$ cat src/rtl/dm_access_ctrl_if.sv
// Bundle for the two requester ports and the data-memory side of dm_access_ctrl.
// slave = controller view, master = requesters plus memory (testbench) view.
interface dm_access_ctrl_if;
    logic        m0_req, m0_we, m0_ack, m0_err;
    logic [31:0] m0_addr, m0_wdata, m0_pc, m0_rdata;
    logic [3:0]  m0_be;
    logic        m1_req, m1_we, m1_ack, m1_err;
    logic [31:0] m1_addr, m1_wdata, m1_rdata;
    logic [3:0]  m1_be;
    logic [31:0] dm_A, dm_D_write, dm_D_read, dm_PC;
    logic        dm_WE;

    modport slave (
        input  m0_req, m0_we, m0_addr, m0_wdata, m0_be, m0_pc,
        output m0_ack, m0_rdata, m0_err,
        input  m1_req, m1_we, m1_addr, m1_wdata, m1_be,
        output m1_ack, m1_rdata, m1_err,
        output dm_A, dm_D_write, dm_WE, dm_PC,
        input  dm_D_read
    );

    modport master (
        output m0_req, m0_we, m0_addr, m0_wdata, m0_be, m0_pc,
        input  m0_ack, m0_rdata, m0_err,
        output m1_req, m1_we, m1_addr, m1_wdata, m1_be,
        input  m1_ack, m1_rdata, m1_err,
        input  dm_A, dm_D_write, dm_WE, dm_PC,
        output dm_D_read
    );
endinterface

$ cat src/rtl/dm_access_ctrl.sv
// Round-robin two-port controller for the word-wide data memory, with
// read-modify-write byte-enable stores and an upper address bound check.
module dm_byte_merge #(
    parameter int VEC_W = 8
) (
    input  logic             i_be,
    input  logic [VEC_W-1:0] i_wdata,
    input  logic [VEC_W-1:0] i_old,
    output logic [VEC_W-1:0] o_byte
);
    assign o_byte = i_be ? i_wdata : i_old;
endmodule

module dm_access_ctrl #(
    parameter logic [31:0] ADDR_LIMIT = 32'h0000_3000,
    parameter int          NUM_LANES  = 4,
    parameter int          VEC_W      = 8
) (
    input  logic              clk,
    input  logic              RESET,
    dm_access_ctrl_if.slave   bus
);
    typedef enum logic [1:0] {S_IDLE, S_ACCESS, S_WRITE, S_DONE} state_t;

    state_t                               r_state, w_next;
    logic                                 r_rr, r_id, r_we, r_err;
    logic [31:0]                          r_addr, r_wdata, r_pc, r_merge;
    logic [NUM_LANES-1:0]                 r_be;
    logic [1:0][31:0]                     r_rdata;
    logic                                 w_any, w_win, w_oor, w_full, w_none, w_part, w_we;
    logic [NUM_LANES-1:0][VEC_W-1:0]      w_wlanes, w_olanes, w_mlanes;

    assign w_any  = bus.m0_req | bus.m1_req;
    assign w_win  = (bus.m0_req & bus.m1_req) ? r_rr : bus.m1_req;
    assign w_oor  = r_addr >= ADDR_LIMIT;
    assign w_full = &r_be;
    assign w_none = ~|r_be;
    assign w_part = ~w_full & ~w_none;

    assign w_wlanes = r_wdata;
    assign w_olanes = r_merge;

    for (genvar g = 0; g < NUM_LANES; g++) begin : g_lane
        dm_byte_merge #(.VEC_W(VEC_W)) u_merge (
            .i_be    (r_be[g]),
            .i_wdata (w_wlanes[g]),
            .i_old   (w_olanes[g]),
            .o_byte  (w_mlanes[g])
        );
    end

    always_ff @(posedge clk or posedge RESET) begin
        if (RESET) r_state <= S_IDLE;
        else       r_state <= w_next;
    end

    // Write enable is a function of state and latched fields only, so reset kills it at once.
    always_comb begin
        w_next = r_state;
        w_we   = 1'b0;
        case (r_state)
            S_IDLE:   if (w_any) w_next = S_ACCESS;
            S_ACCESS: begin
                w_we   = r_we & ~w_oor & w_full;
                w_next = (r_we & ~w_oor & w_part) ? S_WRITE : S_DONE;
            end
            S_WRITE:  begin
                w_we   = 1'b1;
                w_next = S_DONE;
            end
            S_DONE:   w_next = S_IDLE;
            default:  w_next = S_IDLE;
        endcase
    end

    always_ff @(posedge clk or posedge RESET) begin
        if (RESET) begin
            r_rr    <= 1'b0;
            r_id    <= 1'b0;
            r_we    <= 1'b0;
            r_err   <= 1'b0;
            r_addr  <= '0;
            r_wdata <= '0;
            r_pc    <= '0;
            r_merge <= '0;
            r_be    <= '0;
            r_rdata <= '0;
        end else begin
            case (r_state)
                S_IDLE: if (w_any) begin
                    r_id    <= w_win;
                    r_rr    <= ~w_win;
                    r_we    <= w_win ? bus.m1_we    : bus.m0_we;
                    r_addr  <= w_win ? bus.m1_addr  : bus.m0_addr;
                    r_wdata <= w_win ? bus.m1_wdata : bus.m0_wdata;
                    r_be    <= w_win ? bus.m1_be    : bus.m0_be;
                    r_pc    <= w_win ? 32'h0        : bus.m0_pc;
                    r_err   <= 1'b0;
                end
                S_ACCESS: begin
                    r_err <= w_oor;
                    if (w_oor)        r_rdata[r_id] <= '0;
                    else if (!r_we)   r_rdata[r_id] <= bus.dm_D_read;
                    else if (w_part)  r_merge       <= bus.dm_D_read;
                end
                default: ;
            endcase
        end
    end

    assign bus.m0_ack     = (r_state == S_DONE) & ~r_id;
    assign bus.m1_ack     = (r_state == S_DONE) &  r_id;
    assign bus.m0_err     = bus.m0_ack & r_err;
    assign bus.m1_err     = bus.m1_ack & r_err;
    assign bus.m0_rdata   = r_rdata[0];
    assign bus.m1_rdata   = r_rdata[1];
    assign bus.dm_A       = {r_addr[31:2], 2'b00};
    assign bus.dm_D_write = (r_state == S_WRITE) ? w_mlanes : r_wdata;
    assign bus.dm_WE      = w_we;
    assign bus.dm_PC      = r_pc;
endmodule

$ cat src/flat_wrapper.sv
// flat-port wrapper written by rule: the top's interface ports become plain ports
module dm_access_ctrl_flat 
#(
    parameter logic [31:0] ADDR_LIMIT = 32'h0000_3000,
    parameter int          NUM_LANES  = 4,
    parameter int          VEC_W      = 8
)
  (clk, RESET, bus_m0_req, bus_m0_we, bus_m0_addr, bus_m0_wdata, bus_m0_be, bus_m0_pc, bus_m0_ack, bus_m0_rdata, bus_m0_err, bus_m1_req, bus_m1_we, bus_m1_addr, bus_m1_wdata, bus_m1_be, bus_m1_ack, bus_m1_rdata, bus_m1_err, bus_dm_A, bus_dm_D_write, bus_dm_WE, bus_dm_PC, bus_dm_D_read);
  dm_access_ctrl_if bus_i ();
  input  logic clk;
  input  logic RESET;
  input wire logic [$bits(bus_i.m0_req)-1:0] bus_m0_req;
  input wire logic [$bits(bus_i.m0_we)-1:0] bus_m0_we;
  input wire logic [$bits(bus_i.m0_addr)-1:0] bus_m0_addr;
  input wire logic [$bits(bus_i.m0_wdata)-1:0] bus_m0_wdata;
  input wire logic [$bits(bus_i.m0_be)-1:0] bus_m0_be;
  input wire logic [$bits(bus_i.m0_pc)-1:0] bus_m0_pc;
  output wire logic [$bits(bus_i.m0_ack)-1:0] bus_m0_ack;
  output wire logic [$bits(bus_i.m0_rdata)-1:0] bus_m0_rdata;
  output wire logic [$bits(bus_i.m0_err)-1:0] bus_m0_err;
  input wire logic [$bits(bus_i.m1_req)-1:0] bus_m1_req;
  input wire logic [$bits(bus_i.m1_we)-1:0] bus_m1_we;
  input wire logic [$bits(bus_i.m1_addr)-1:0] bus_m1_addr;
  input wire logic [$bits(bus_i.m1_wdata)-1:0] bus_m1_wdata;
  input wire logic [$bits(bus_i.m1_be)-1:0] bus_m1_be;
  output wire logic [$bits(bus_i.m1_ack)-1:0] bus_m1_ack;
  output wire logic [$bits(bus_i.m1_rdata)-1:0] bus_m1_rdata;
  output wire logic [$bits(bus_i.m1_err)-1:0] bus_m1_err;
  output wire logic [$bits(bus_i.dm_A)-1:0] bus_dm_A;
  output wire logic [$bits(bus_i.dm_D_write)-1:0] bus_dm_D_write;
  output wire logic [$bits(bus_i.dm_WE)-1:0] bus_dm_WE;
  output wire logic [$bits(bus_i.dm_PC)-1:0] bus_dm_PC;
  input wire logic [$bits(bus_i.dm_D_read)-1:0] bus_dm_D_read;
  assign bus_i.m0_req = bus_m0_req;
  assign bus_i.m0_we = bus_m0_we;
  assign bus_i.m0_addr = bus_m0_addr;
  assign bus_i.m0_wdata = bus_m0_wdata;
  assign bus_i.m0_be = bus_m0_be;
  assign bus_i.m0_pc = bus_m0_pc;
  assign bus_m0_ack = bus_i.m0_ack;
  assign bus_m0_rdata = bus_i.m0_rdata;
  assign bus_m0_err = bus_i.m0_err;
  assign bus_i.m1_req = bus_m1_req;
  assign bus_i.m1_we = bus_m1_we;
  assign bus_i.m1_addr = bus_m1_addr;
  assign bus_i.m1_wdata = bus_m1_wdata;
  assign bus_i.m1_be = bus_m1_be;
  assign bus_m1_ack = bus_i.m1_ack;
  assign bus_m1_rdata = bus_i.m1_rdata;
  assign bus_m1_err = bus_i.m1_err;
  assign bus_dm_A = bus_i.dm_A;
  assign bus_dm_D_write = bus_i.dm_D_write;
  assign bus_dm_WE = bus_i.dm_WE;
  assign bus_dm_PC = bus_i.dm_PC;
  assign bus_i.dm_D_read = bus_dm_D_read;
  dm_access_ctrl #(.ADDR_LIMIT(ADDR_LIMIT), .NUM_LANES(NUM_LANES), .VEC_W(VEC_W)) u_core (.clk(clk), .RESET(RESET), .bus(bus_i));
endmodule
$ cat config.mk
export PLATFORM = sky130hd
export DESIGN_NAME = dm_access_ctrl_flat
export DESIGN_NICKNAME = d
export VERILOG_FILES = /design/src/rtl/dm_access_ctrl_if.sv /design/src/rtl/dm_access_ctrl.sv /design/src/flat_wrapper.sv
export SDC_FILE = /design/constraint.sdc
export NUM_CORES = 1
export LEC_CHECK = 0
export BUFFER_PORTS_ARGS = -buffer_cell sky130_fd_sc_hd__buf_2
export CAP_MARGIN = 20
export CORE_MARGIN = 5
export CORE_UTILIZATION = 48
export DETAILED_ROUTE_END_ITERATION = 12
export GPL_TIMING_DRIVEN = 0
export PLACE_DENSITY = 0.8
export SLEW_MARGIN = 20
export SYNTH_ARGS = -nofsm -noshare
export SYNTH_HDL_FRONTEND = slang
export SYNTH_HIERARCHICAL = 1
export SYNTH_SLANG_ARGS = --single-unit
$ cat constraint.sdc
create_clock -name clk -period 8.72 [get_ports clk]
set_input_delay 2.616 -clock clk [delete_from_list [all_inputs] [get_ports clk]]
set_output_delay 2.616 -clock clk [all_outputs]
set_load 0.02 [all_outputs]
==> results.txt, run 1 <==
----------------------------------------------------
[Worst setup path]
  Max stage delay on crit path ... 600 ps
  Cell type of the slowest stage on the worst timing path ... sky130_fd_sc_hd__clkbuf_1
  Worst Reg2Reg Path Length in Cells ... 8
  Largest delay contributor family on the critical path ... buffers and inverters
  Startpoint-to-endpoint class of the critical path ... reg2out
  Worst Path Required ... 6100 ps
  Buffering stage count on the worst path with inverters included ... 4
  Kind of end point of the critical path ... output port
  Reg-to-Reg Start ... u_core/r_state[0]
  Reg-to-reg slack, setup ... 6060 ps
  Most frequent CP cell ... sky130_fd_sc_hd__clkbuf_1
  Type of origin of the critical path ... register
  Crit path arrival time ... 2700 ps
  Cells along the critical path ... inv_1 > ha_1 > clkbuf_1 > clkbuf_1 > mux2_2 > buf_2
  R2R Path End ... u_core/r_wdata[7]
  Worst-path maximum fanout ... 10

[STA]
  Number of endpoints with negative hold slack in the final report ... 0
  Finish-stage setup viols ... 0
  Least-Margin Pin Slew ... 842 ps
  Count of pins over their slew limit ... 0
  Maximum clock frequency ... 188 MHz
  Tcrit/Tclk final ... 60.9%
  Final critical delay including setup and external delays ... 5310 ps
  Setup_tns ... 0 ps
  Clock Skew ... 11.6 ps
  RSZ-0062 raised after global routing ... false
  Worst hold slack ... 503 ps
  Max-slew headroom ... 43.8%

[Synth]
  Netlist Area Pre-Place ... 8980 sq um
  Gate count after technology mapping ... 672
  Most used DFF post-synth ... sky130_fd_sc_hd__dfrtp_1
  Post-synthesis average cell area ... 13.4 sq um
  Library cells used by synthesis ... 38
  Portion of the post-synthesis area used by sequential elements ... 55.7%
  Share of the synthesized area in the top cell type ... 55.7%
  Ys async rst share ... 100%
  Number of synthesized register bits ... 200
  Number of synthesized flops with an enable pin ... 0
  Top post-synthesis cells by area ... sky130_fd_sc_hd__dfrtp_1 (56%), sky130_fd_sc_hd__mux2_4 (10%), sky130_fd_sc_hd__a22o_1 (9.4%)
  Synth Warn # ... 6
  Cell accounting for the most synthesized area ... sky130_fd_sc_hd__dfrtp_1

[Placed design]
  Port buffer count ... 364
  Placed wire-length estimate after detailed placement ... 21600 um
  Final weighted congestion in routability-driven placement ... 0.844

[Global routing]
  Global-route usage over all layers ... 26.1%
  Initial antenna violation count ... 4
  Global-route wire length before repair ... 43900 um
  Vias in the first global route ... 7664
  Maximum number of pins on one net before global-route repair ... 109
  GR Overflow Total ... 0

[Clock network]
  Resized Gates After CTS ... 0
  TritonCTS buffer count ... 17
  # H-tree levels ... 4
  Post-cts hold buffer count ... 0
  Skew-Pair Late Insertion Delay ... 430 ps
  Clock transition at the registers of the reported paths ... 80 ps
  Bufs on Longest Clock Path ... 2
  CTS sink count ... 200
  TritonCTS clock tree ... yes
  Total setup buffers inserted after CTS ... 0
  Clock root buffer master ... sky130_fd_sc_hd__clkbuf_16

[Drt]
  Vias ... 7342
  Detailed-route vias per instance ... 5.62
  DRC ... 0
  1st-pass router iterations ... 8
  Drt initial violations ... 652
  Routed wire per std cell ... 22.0 um
  Routed Antenna Nets ... 0
  Final wirelength ... 28800 um

[Status]
  Status ... finished, final reports clean

[Floorplan]
  Number of placed I/O pins ... 371
  Die H ... 147 um
  Width of the chip ... 147 um
  Initial core utilization ... 48.3%
  # rows ... 50
  Die area ... 21500 sq um
  Core ar. ... 18600 sq um

[Worst hold path]
  Hold path depth ... 1
  Launch point of the worst hold path ... u_core/bus.dm_PC[25]
  Worst min-delay path category ... reg2reg
  Hold path endpoint ... u_core/bus.dm_PC[25]

[Run]
  Max-Cap Viols ... 0

[Pwr]
  Leakage power ... 0.00662 uW
  Pwr/cell area ... 331 nW/um^2
  Overall power after layout ... 3890 uW
  Worst vdd ir ... 0.201 mV

[Finish]
  Layout Area Growth over Synthesis ... 30.9%
  Layout Nets ... 1269
  Commonest non-fill, non-tap cell in the layout ... sky130_fd_sc_hd__buf_2
  Most frequent cells in the layout ... sky130_fd_sc_hd__buf_2 (369), sky130_fd_sc_hd__dfrtp_1 (200), sky130_fd_sc_hd__a22o_1 (96)
  Proportion of layout cells with a drive suffix above 1 ... 50.8%

----------------------------------------------------
==> logic make-up (layout without fill, tap and decap cells) <==
kind of cell,count (synthesis),after routing,synth area share (%)
AOI/OAI and AO/OA,178,178,17.9
adders and majority gates,5,5,0.697
buffers and inverters,157,555,8.54
DFF,200,200,55.7
muxes,96,96,14.6
other,1,4,0.0418
and+or+nand+nor,35,35,2.40
==> cell type report <==
class | instances | area (sq um)
Timing Repair Buffer | 366 | 1850
Sequential cell | 200 | 5000
Clock buffer | 20 | 447
Inverter | 72 | 278
Tap cell | 234 | 293
Multi-Input combinational cell | 316 | 3240
Clock inverter | 12 | 135
Fill cell | 1454 | 6830
Buffer | 85 | 497
Antenna cell | 2 | 5.00
==> worst max path at each step <==
stage / from / end / slack (ps) / cells after the start
2_1_floorplan: RESET / u_core/bus.dm_PC[0] / 650 / 1
3_3_place_gp: RESET / u_core/r_wdata[3] / -1330 / 2
3_5_place_dp: u_core/r_state[0] / bus_dm_D_write[2] / 3860 / 6
4_1_cts: u_core/r_state[0] / bus_dm_D_write[2] / 3370 / 6
5_1_grt: u_core/r_state[0] / bus_dm_D_write[17] / 3270 / 6
6_report: u_core/r_state[0] / bus_dm_D_write[6] / 3410 / 6
==> power by group <==
group          total [uW]  leakage [uW]  switching [uW]  internal (uW)
Clock                 780      0.000284             389            391
Sequential           1370       0.00258             204           1170
Combinational        1740       0.00376             983            753
==> synthesized netlist by cell type (2+ instances only) <==
cell type,n
sky130_fd_sc_hd__dfrtp_1,200
sky130_fd_sc_hd__a22o_1,96
sky130_fd_sc_hd__inv_1,72
sky130_fd_sc_hd__a222oi_1,67
sky130_fd_sc_hd__mux2_4,62
sky130_fd_sc_hd__clkbuf_1,38
sky130_fd_sc_hd__mux2_2,34
sky130_fd_sc_hd__buf_4,32
sky130_fd_sc_hd__nand2_1,12
sky130_fd_sc_hd__buf_6,7
sky130_fd_sc_hd__ha_1,5
sky130_fd_sc_hd__nor2_1,5
sky130_fd_sc_hd__buf_1,4
sky130_fd_sc_hd__buf_2,4
sky130_fd_sc_hd__a21oi_1,3
sky130_fd_sc_hd__nor4_1,3
sky130_fd_sc_hd__a21o_1,2
sky130_fd_sc_hd__nand3_1,2
sky130_fd_sc_hd__nor4_4,2
sky130_fd_sc_hd__o21ai_0,2
sky130_fd_sc_hd__o31ai_1,2
sky130_fd_sc_hd__or4_1,2
==> through the flow <==
| step | util, % | cells | worst slack (ps) | area, sq um |
|---|---|---|---|---|
| 6_report | 63.2 | 1307 | 3410 | 11700 |
| 2_1_floorplan | - | 673 | 650 | 8980 |
| 3_3_place_gp | 59.7 | 1271 | -1330 | 11100 |
| 4_1_cts | 63.2 | 1305 | 3370 | 11700 |
| 5_1_grt | 63.2 | 1307 | 3270 | 11700 |
| 3_5_place_dp | 60.1 | 1273 | 3860 | 11200 |
==> sequential cells by signal, summed over array words and instances, names as in the netlist <==
signal               count
u_core/bus.dm_PC        32
u_core/bus.m0_rdata     32
u_core/bus.m1_rdata     32
u_core/r_merge          32
u_core/r_wdata          32
u_core/r_addr           30
u_core/r_be              4
u_core/r_state           2
u_core/r_err             1
u_core/r_id              1
u_core/r_rr              1
u_core/r_we              1
==> metal layers <==
metal,vias to the layer above,track usage (%),share of wire [%]
li1,3292,-,-
met1,3654,31.9,39
met2,352,45.1,50
met3,40,7.31,8.4
met4,4,8.23,1.9
met5,-,0,0.073
Note: power is estimated with default switching activity, not from simulation.
==> run 2: changes to the inputs <==
- clock period: 8.72 -> 5.4 ns (I/O delays scaled with it)
==> run 2 against run 1 <==
Global-route usage grew 0.24 points. Final cell count increased by 0.31%. Register-to-register slack lost 3500 ps. Setup slack worse by 2300 ps.
==> results.txt, run 2 (synthesized netlist as in run 1, its figures left out) <==
----------------------------------------------------
[Finish]
  Commonest non-fill, non-tap cell in the layout ... sky130_fd_sc_hd__buf_2
  Area of all placed cells without fillers ... 11800 sq um
  Most frequent cells in the layout ... sky130_fd_sc_hd__buf_2 (368), sky130_fd_sc_hd__dfrtp_1 (200), sky130_fd_sc_hd__a22o_1 (96)
  Proportion of layout cells with a drive suffix above 1 ... 50.9%
  Layout Area Growth over Synthesis ... 31.7%
  Layout Nets ... 1274

[Global routing]
  Vias in the first global route ... 7835
  Global-route usage over all layers ... 26.4%
  Maximum number of pins on one net before global-route repair ... 36
  GR Overflow Total ... 0
  Global-route wire length before repair ... 44500 um
  Initial antenna violation count ... 3

[Clock network]
  Clock transition at the registers of the reported paths ... 80 ps
  Bufs on Longest Clock Path ... 2
  Total setup buffers inserted after CTS ... 0
  Clock root buffer master ... sky130_fd_sc_hd__clkbuf_16
  # H-tree levels ... 4
  Resized Gates After CTS ... 0
  TritonCTS clock tree ... yes
  Post-cts hold buffer count ... 0
  TritonCTS buffer count ... 17
  CTS sink count ... 200
  Skew-Pair Late Insertion Delay ... 420 ps

[Worst setup path]
  Cells along the critical path ... inv_1 > ha_1 > clkbuf_1 > clkbuf_1 > mux2_2 > buf_2
  Most frequent CP cell ... sky130_fd_sc_hd__clkbuf_1
  Max stage delay on crit path ... 590 ps
  Crit path arrival time ... 2660 ps
  Worst-path maximum fanout ... 10
  Type of origin of the critical path ... register
  Startpoint-to-endpoint class of the critical path ... reg2out
  Worst Path Required ... 3780 ps
  Cell type of the slowest stage on the worst timing path ... sky130_fd_sc_hd__clkbuf_1
  Kind of end point of the critical path ... output port

[Drt]
  Vias ... 7388
  Routed Antenna Nets ... 0
  1st-pass router iterations ... 8
  Detailed-route vias per instance ... 5.64
  Drt initial violations ... 481
  Routed wire per std cell ... 22.0 um
  DRC ... 0
  Final wirelength ... 28900 um

[STA]
  Tcrit/Tclk final ... 79.3%
  Max-slew headroom ... 32.2%
  Clock Skew ... 8.90 ps
  Finish-stage setup viols ... 0
  Final critical delay including setup and external delays ... 4280 ps
  Count of pins over their slew limit ... 0
  Maximum clock frequency ... 233 MHz
  RSZ-0062 raised after global routing ... false
  Number of endpoints with negative hold slack in the final report ... 0
  Least-Margin Pin Slew ... 1010 ps
  Setup_tns ... 0 ps

[Floorplan]
  # rows ... 50
  Initial core utilization ... 48.3%
  Number of placed I/O pins ... 371
  Die area ... 21500 sq um
  Core ar. ... 18600 sq um
  Width of the chip ... 147 um
  Die H ... 147 um

[Placed design]
  Port buffer count ... 364
  Placed wire-length estimate after detailed placement ... 22000 um
  Total placed instance area ... 11200 sq um
  Final weighted congestion in routability-driven placement ... 0.845

[Worst hold path]
  Worst min-delay path category ... reg2reg

[Pwr]
  Leakage power ... 0.00666 uW
  Pwr/cell area ... 533 nW/um^2
  Worst vdd ir ... 0.319 mV

[Run]
  Max-Cap Viols ... 0

[Status]
  Status ... finished, final reports clean

----------------------------------------------------
[run 2: power by group]
part / total [uW] / switching, uW / internal [uW]
sequential: 2210 / 323 / 1880
combinational: 2820 / 1600 / 1220
clock: 1270 / 612 / 661
[run 2: final timing paths]
kind / start / end / slack [ps] / cells after the start
max: u_core/r_state[0] / bus_dm_D_write[14] / 1120 / 6
min: u_core/r_addr[10] / u_core/r_addr[10] / 500 / 2
max reg2reg: u_core/r_addr[26] / u_core/bus.m0_rdata[7] / 2600 / 5
min reg2reg: u_core/r_addr[10] / u_core/r_addr[10] / 500 / 2
max in group asynchronous: RESET / u_core/r_wdata[25] / 3250 / 5
min in group asynchronous: RESET / u_core/bus.m0_rdata[8] / 1170 / 2
[run 2: per-layer routing]
metal	vias up	track usage (%)	routed length [um]
li1	3302	-	-
met2	383	45.3	14500
met5	-	0	21
met1	3653	32.6	11300
met4	4	8.47	650
met3	46	7.00	2440
[run 2: per-stage QoR]
stage	cells	hold slack (ps)	setup slack [ps]	util (%)	total power (uW)
after CTS	1309	496	1060	63.6	6330
after floorplan	673	460	1190	-	4090
after detailed placement	1277	477	1560	60.5	5040
final	1311	497	1120	63.6	6300
after global routing	1311	513	996	63.6	6640
after global placement	1271	473	24.2	59.7	4960
[run 2: critical path: cells and delay by family, from the launching register on]
kind,cells,cell delay (ps)
adders and majority gates,1,160
buffers and inverters,4,1220
DFF,1,420
muxes,1,430
[run 2: layout make-up]
class                      count  area [sq um]
fill                        1453          6760
multi-input combinational    316          3220
buffer                        85           497
clock buffer                  18           429
antenna                        1          2.50
tap                          234           293
clock inverter                14           155
inverter                      72           274
timing repair buffer         371          1950
sequential                   200          5000
==> run 3: changes to the inputs <==
- ABC_AREA: unset -> 1
- CORE_UTILIZATION: 48 -> 45
- PLACE_DENSITY: 0.8 -> 0.77
- clock period: 5.4 -> 3.7 ns (I/O delays scaled with it)
==> run 3 against run 2 <==
Register-to-register slack worse by 1300 ps. Clock power up 50%. Die area up 17%. Routed wire length up 15%. Critical endpoint is now bus_dm_D_write[10]. Largest power group unchanged.
==> results.txt, run 3 <==
----------------------------------------------------
[Drt]
  DRC ... 0
  Detailed-route vias per instance ... 5.05
  Routed wire per std cell ... 16.9 um
  Final wirelength ... 33100 um
  Drt initial violations ... 705
  Vias ... 9906
  Routed Antenna Nets ... 0
  1st-pass router iterations ... 5

[Clock network]
  CTS sink count ... 200
  Total setup buffers inserted after CTS ... 0
  Bufs on Longest Clock Path ... 2
  Resized Gates After CTS ... 2
  Skew-Pair Late Insertion Delay ... 440 ps
  # H-tree levels ... 4
  TritonCTS clock tree ... yes
  TritonCTS buffer count ... 17
  Clock root buffer master ... sky130_fd_sc_hd__clkbuf_16
  Post-cts hold buffer count ... 0
  Clock transition at the registers of the reported paths ... 80 ps

[Synth]
  Post-synthesis average cell area ... 7.83 sq um
  Portion of the post-synthesis area used by sequential elements ... 50.1%
  Library cells used by synthesis ... 28
  Share of the synthesized area in the top cell type ... 50.1%
  Most used DFF post-synth ... sky130_fd_sc_hd__dfrtp_1
  Most frequent cell after synthesis ... sky130_fd_sc_hd__nand2_1
  Gate count after technology mapping ... 1276
  Cell accounting for the most synthesized area ... sky130_fd_sc_hd__dfrtp_1
  Top post-synthesis cells by area ... sky130_fd_sc_hd__dfrtp_1 (50%), sky130_fd_sc_hd__nand2_1 (15%), sky130_fd_sc_hd__nand3_1 (8.4%)
  Netlist Area Pre-Place ... 10000 sq um
  Number of synthesized flops with an enable pin ... 0
  Cell types with the highest counts after synthesis ... sky130_fd_sc_hd__nand2_1 (397), sky130_fd_sc_hd__dfrtp_1 (200), sky130_fd_sc_hd__nand3_1 (167), sky130_fd_sc_hd__inv_1 (153), sky130_fd_sc_hd__nor2_1 (79)
  Number of synthesized register bits ... 200
  Synth Warn # ... 6
  Ys async rst share ... 100%

[Worst setup path]
  R2R Path End ... u_core/r_addr[6]
  Worst-path maximum fanout ... 11
  Type of origin of the critical path ... register
  Reg-to-Reg Start ... u_core/r_state[0]
  Kind of end point of the critical path ... output port
  Cells along the critical path ... inv_1 > ha_1 > clkbuf_1 > o21ai_0 > buf_2
  Number of stages on the worst setup path ... 5
  Startpoint-to-endpoint class of the critical path ... reg2out
  Worst Reg2Reg Path Length in Cells ... 8
  Reg-to-reg slack, setup ... 1350 ps
  Cell type of the slowest stage on the worst timing path ... sky130_fd_sc_hd__clkbuf_1
  Critical path origin ... u_core/r_state[0]
  Termination of the worst setup path ... bus_dm_D_write[10]
  Worst Path Required ... 2590 ps
  Largest delay contributor family on the critical path ... buffers and inverters
  Max stage delay on crit path ... 470 ps
  Buffering stage count on the worst path with inverters included ... 3
  Crit path arrival time ... 2340 ps

[Finish]
  Commonest non-fill, non-tap cell in the layout ... sky130_fd_sc_hd__buf_2
  Most frequent cells in the layout ... sky130_fd_sc_hd__buf_2 (399), sky130_fd_sc_hd__nand2_1 (397), sky130_fd_sc_hd__dfrtp_1 (200)
  Proportion of layout cells with a drive suffix above 1 ... 29.7%
  Filler Cell Count ... 2025
  Utilization after layout ... 59.4%
  Area of all placed cells without fillers ... 13000 sq um
  Layout Area Growth over Synthesis ... 29.6%
  Layout Nets ... 1877

[Pwr]
  Switching Share ... 45.3%
  Worst vdd ir ... 0.384 mV
  Psw ... 4380 uW
  Clock network fraction of design power ... 19.7%
  Leakage power ... 0.00758 uW
  Pwr/cell area ... 747 nW/um^2
  Combinational cell fraction of total power ... 48.0%
  Overall power after layout ... 9680 uW
  P_int ... 5300 uW
  Relative contribution of sequential cells to total power ... 32.3%

[STA]
  Finish-stage setup viols ... 0
  Tcrit/Tclk final ... 93.3%
  Setup_tns ... 0 ps
  Clock Skew ... 19.2 ps
  Number of endpoints with negative hold slack in the final report ... 0
  Least-Margin Pin Slew ... 691 ps
  Smallest setup slack after layout ... 248 ps
  RSZ-0062 raised after global routing ... false
  Count of pins over their slew limit ... 0
  Final critical delay including setup and external delays ... 3450 ps
  Max-slew headroom ... 53.9%
  Maximum clock frequency ... 290 MHz

[Worst hold path]
  Worst min-delay path category ... reg2reg

[Floorplan]
  Number of placed I/O pins ... 371
  Initial core utilization ... 45.8%
  # rows ... 54
  Core ar. ... 21800 sq um
  Die H ... 159 um
  Die area ... 25300 sq um
  Width of the chip ... 159 um

[Placed design]
  Port buffer count ... 364
  Total placed instance area ... 12300 sq um
  Placed wire-length estimate after detailed placement ... 26100 um
  Worst Setup Slack post-DPL ... 424 ps
  Final weighted congestion in routability-driven placement ... 0.899

[Global routing]
  Maximum number of pins on one net before global-route repair ... 34
  Global-route usage over all layers ... 25.9%
  Global-route wire length before repair ... 53600 um
  Vias in the first global route ... 10100
  Initial antenna violation count ... 5
  GR Overflow Total ... 0

[Run]
  Max-Cap Viols ... 0

[Status]
  Status ... finished, final reports clean

----------------------------------------------------
==> run 3: changes by cell type after synthesis, sizes merged, moves of 5 or more <==
cell    previous run  this run
a222oi            67         0
a22o              96         0
buf               47        78
inv               72       157
mux2              96         0
nand2             12       397
nand3              3       169
nor2               5        84
nor4               5         0
o211ai             0        30
o21ai              3        68
o221ai             0        37
==> run 3: cell families after synthesis <==
group	Yosys count	synth area share [%]
buf+inv	271	12.4
flops	200	50.1
compound gates	140	9.18
fa+ha+maj	5	0.626
other cells	1	0.0375
simple gates	659	27.7
==> run 3: layout make-up <==
class                      instances  area [sq um]  share of cell area, %
antenna                            4          10.0                 0.0773
buffer                           113           648                   5.00
timing repair buffer             371          1980                   15.3
clock inverter                    14           178                   1.37
multi-input combinational        806          3760                   29.0
sequential                       200          5000                   38.6
inverter                         157           593                   4.58
clock buffer                      18           439                   3.39
tap                              280           350                   2.70
==> run 3: stage by stage <==
step,hold slack [ps],cells
2_1_floorplan,437,1277
3_3_place_gp,457,1921
3_5_place_dp,460,1928
4_1_cts,481,1960
5_1_grt,500,1963
6_report,478,1963
==> run 3: metal layers <==
layer	up-vias	part of all wire, %	GRT usage (%)
met3	52	7.3	5.57
met5	-	0.039	0
met1	4614	43	35.4
li1	4825	-	-
met4	2	2.6	7.52
met2	413	47	41.8
==> run 3: worst min-delay path, cell delays in order (launching register included) <==
cell	delay (ps)
sky130_fd_sc_hd__dfrtp_1	340
sky130_fd_sc_hd__nand2_1	50
sky130_fd_sc_hd__nand2_1	50
==> run 3: power groups by stage <==
stage               logic [uW]  clock network (uW)  registers (uW)
global placement          4580                   0            3150
detailed placement        4660                   0            3170
CTS                       4680                1940            3130
finish                    4650                1910            3130
floorplan                 2890                   0            3300
global route              5120                2030            3210
==> run 3: worst min path at each step <==
| stage | slack (ps) | to | from | cells past startpoint |
|---|---|---|---|---|
| after floorplan | 440 | u_core/r_rr | u_core/r_rr | 2 |
| after global placement | 460 | u_core/bus.dm_PC[22] | u_core/bus.dm_PC[22] | 2 |
| after detailed placement | 460 | u_core/bus.m1_rdata[3] | u_core/bus.m1_rdata[3] | 2 |
| after CTS | 480 | u_core/bus.dm_PC[4] | u_core/bus.dm_PC[4] | 2 |
| after global routing | 500 | u_core/bus.dm_PC[4] | u_core/bus.dm_PC[4] | 2 |
| final | 480 | u_core/bus.dm_PC[31] | u_core/bus.dm_PC[31] | 2 |
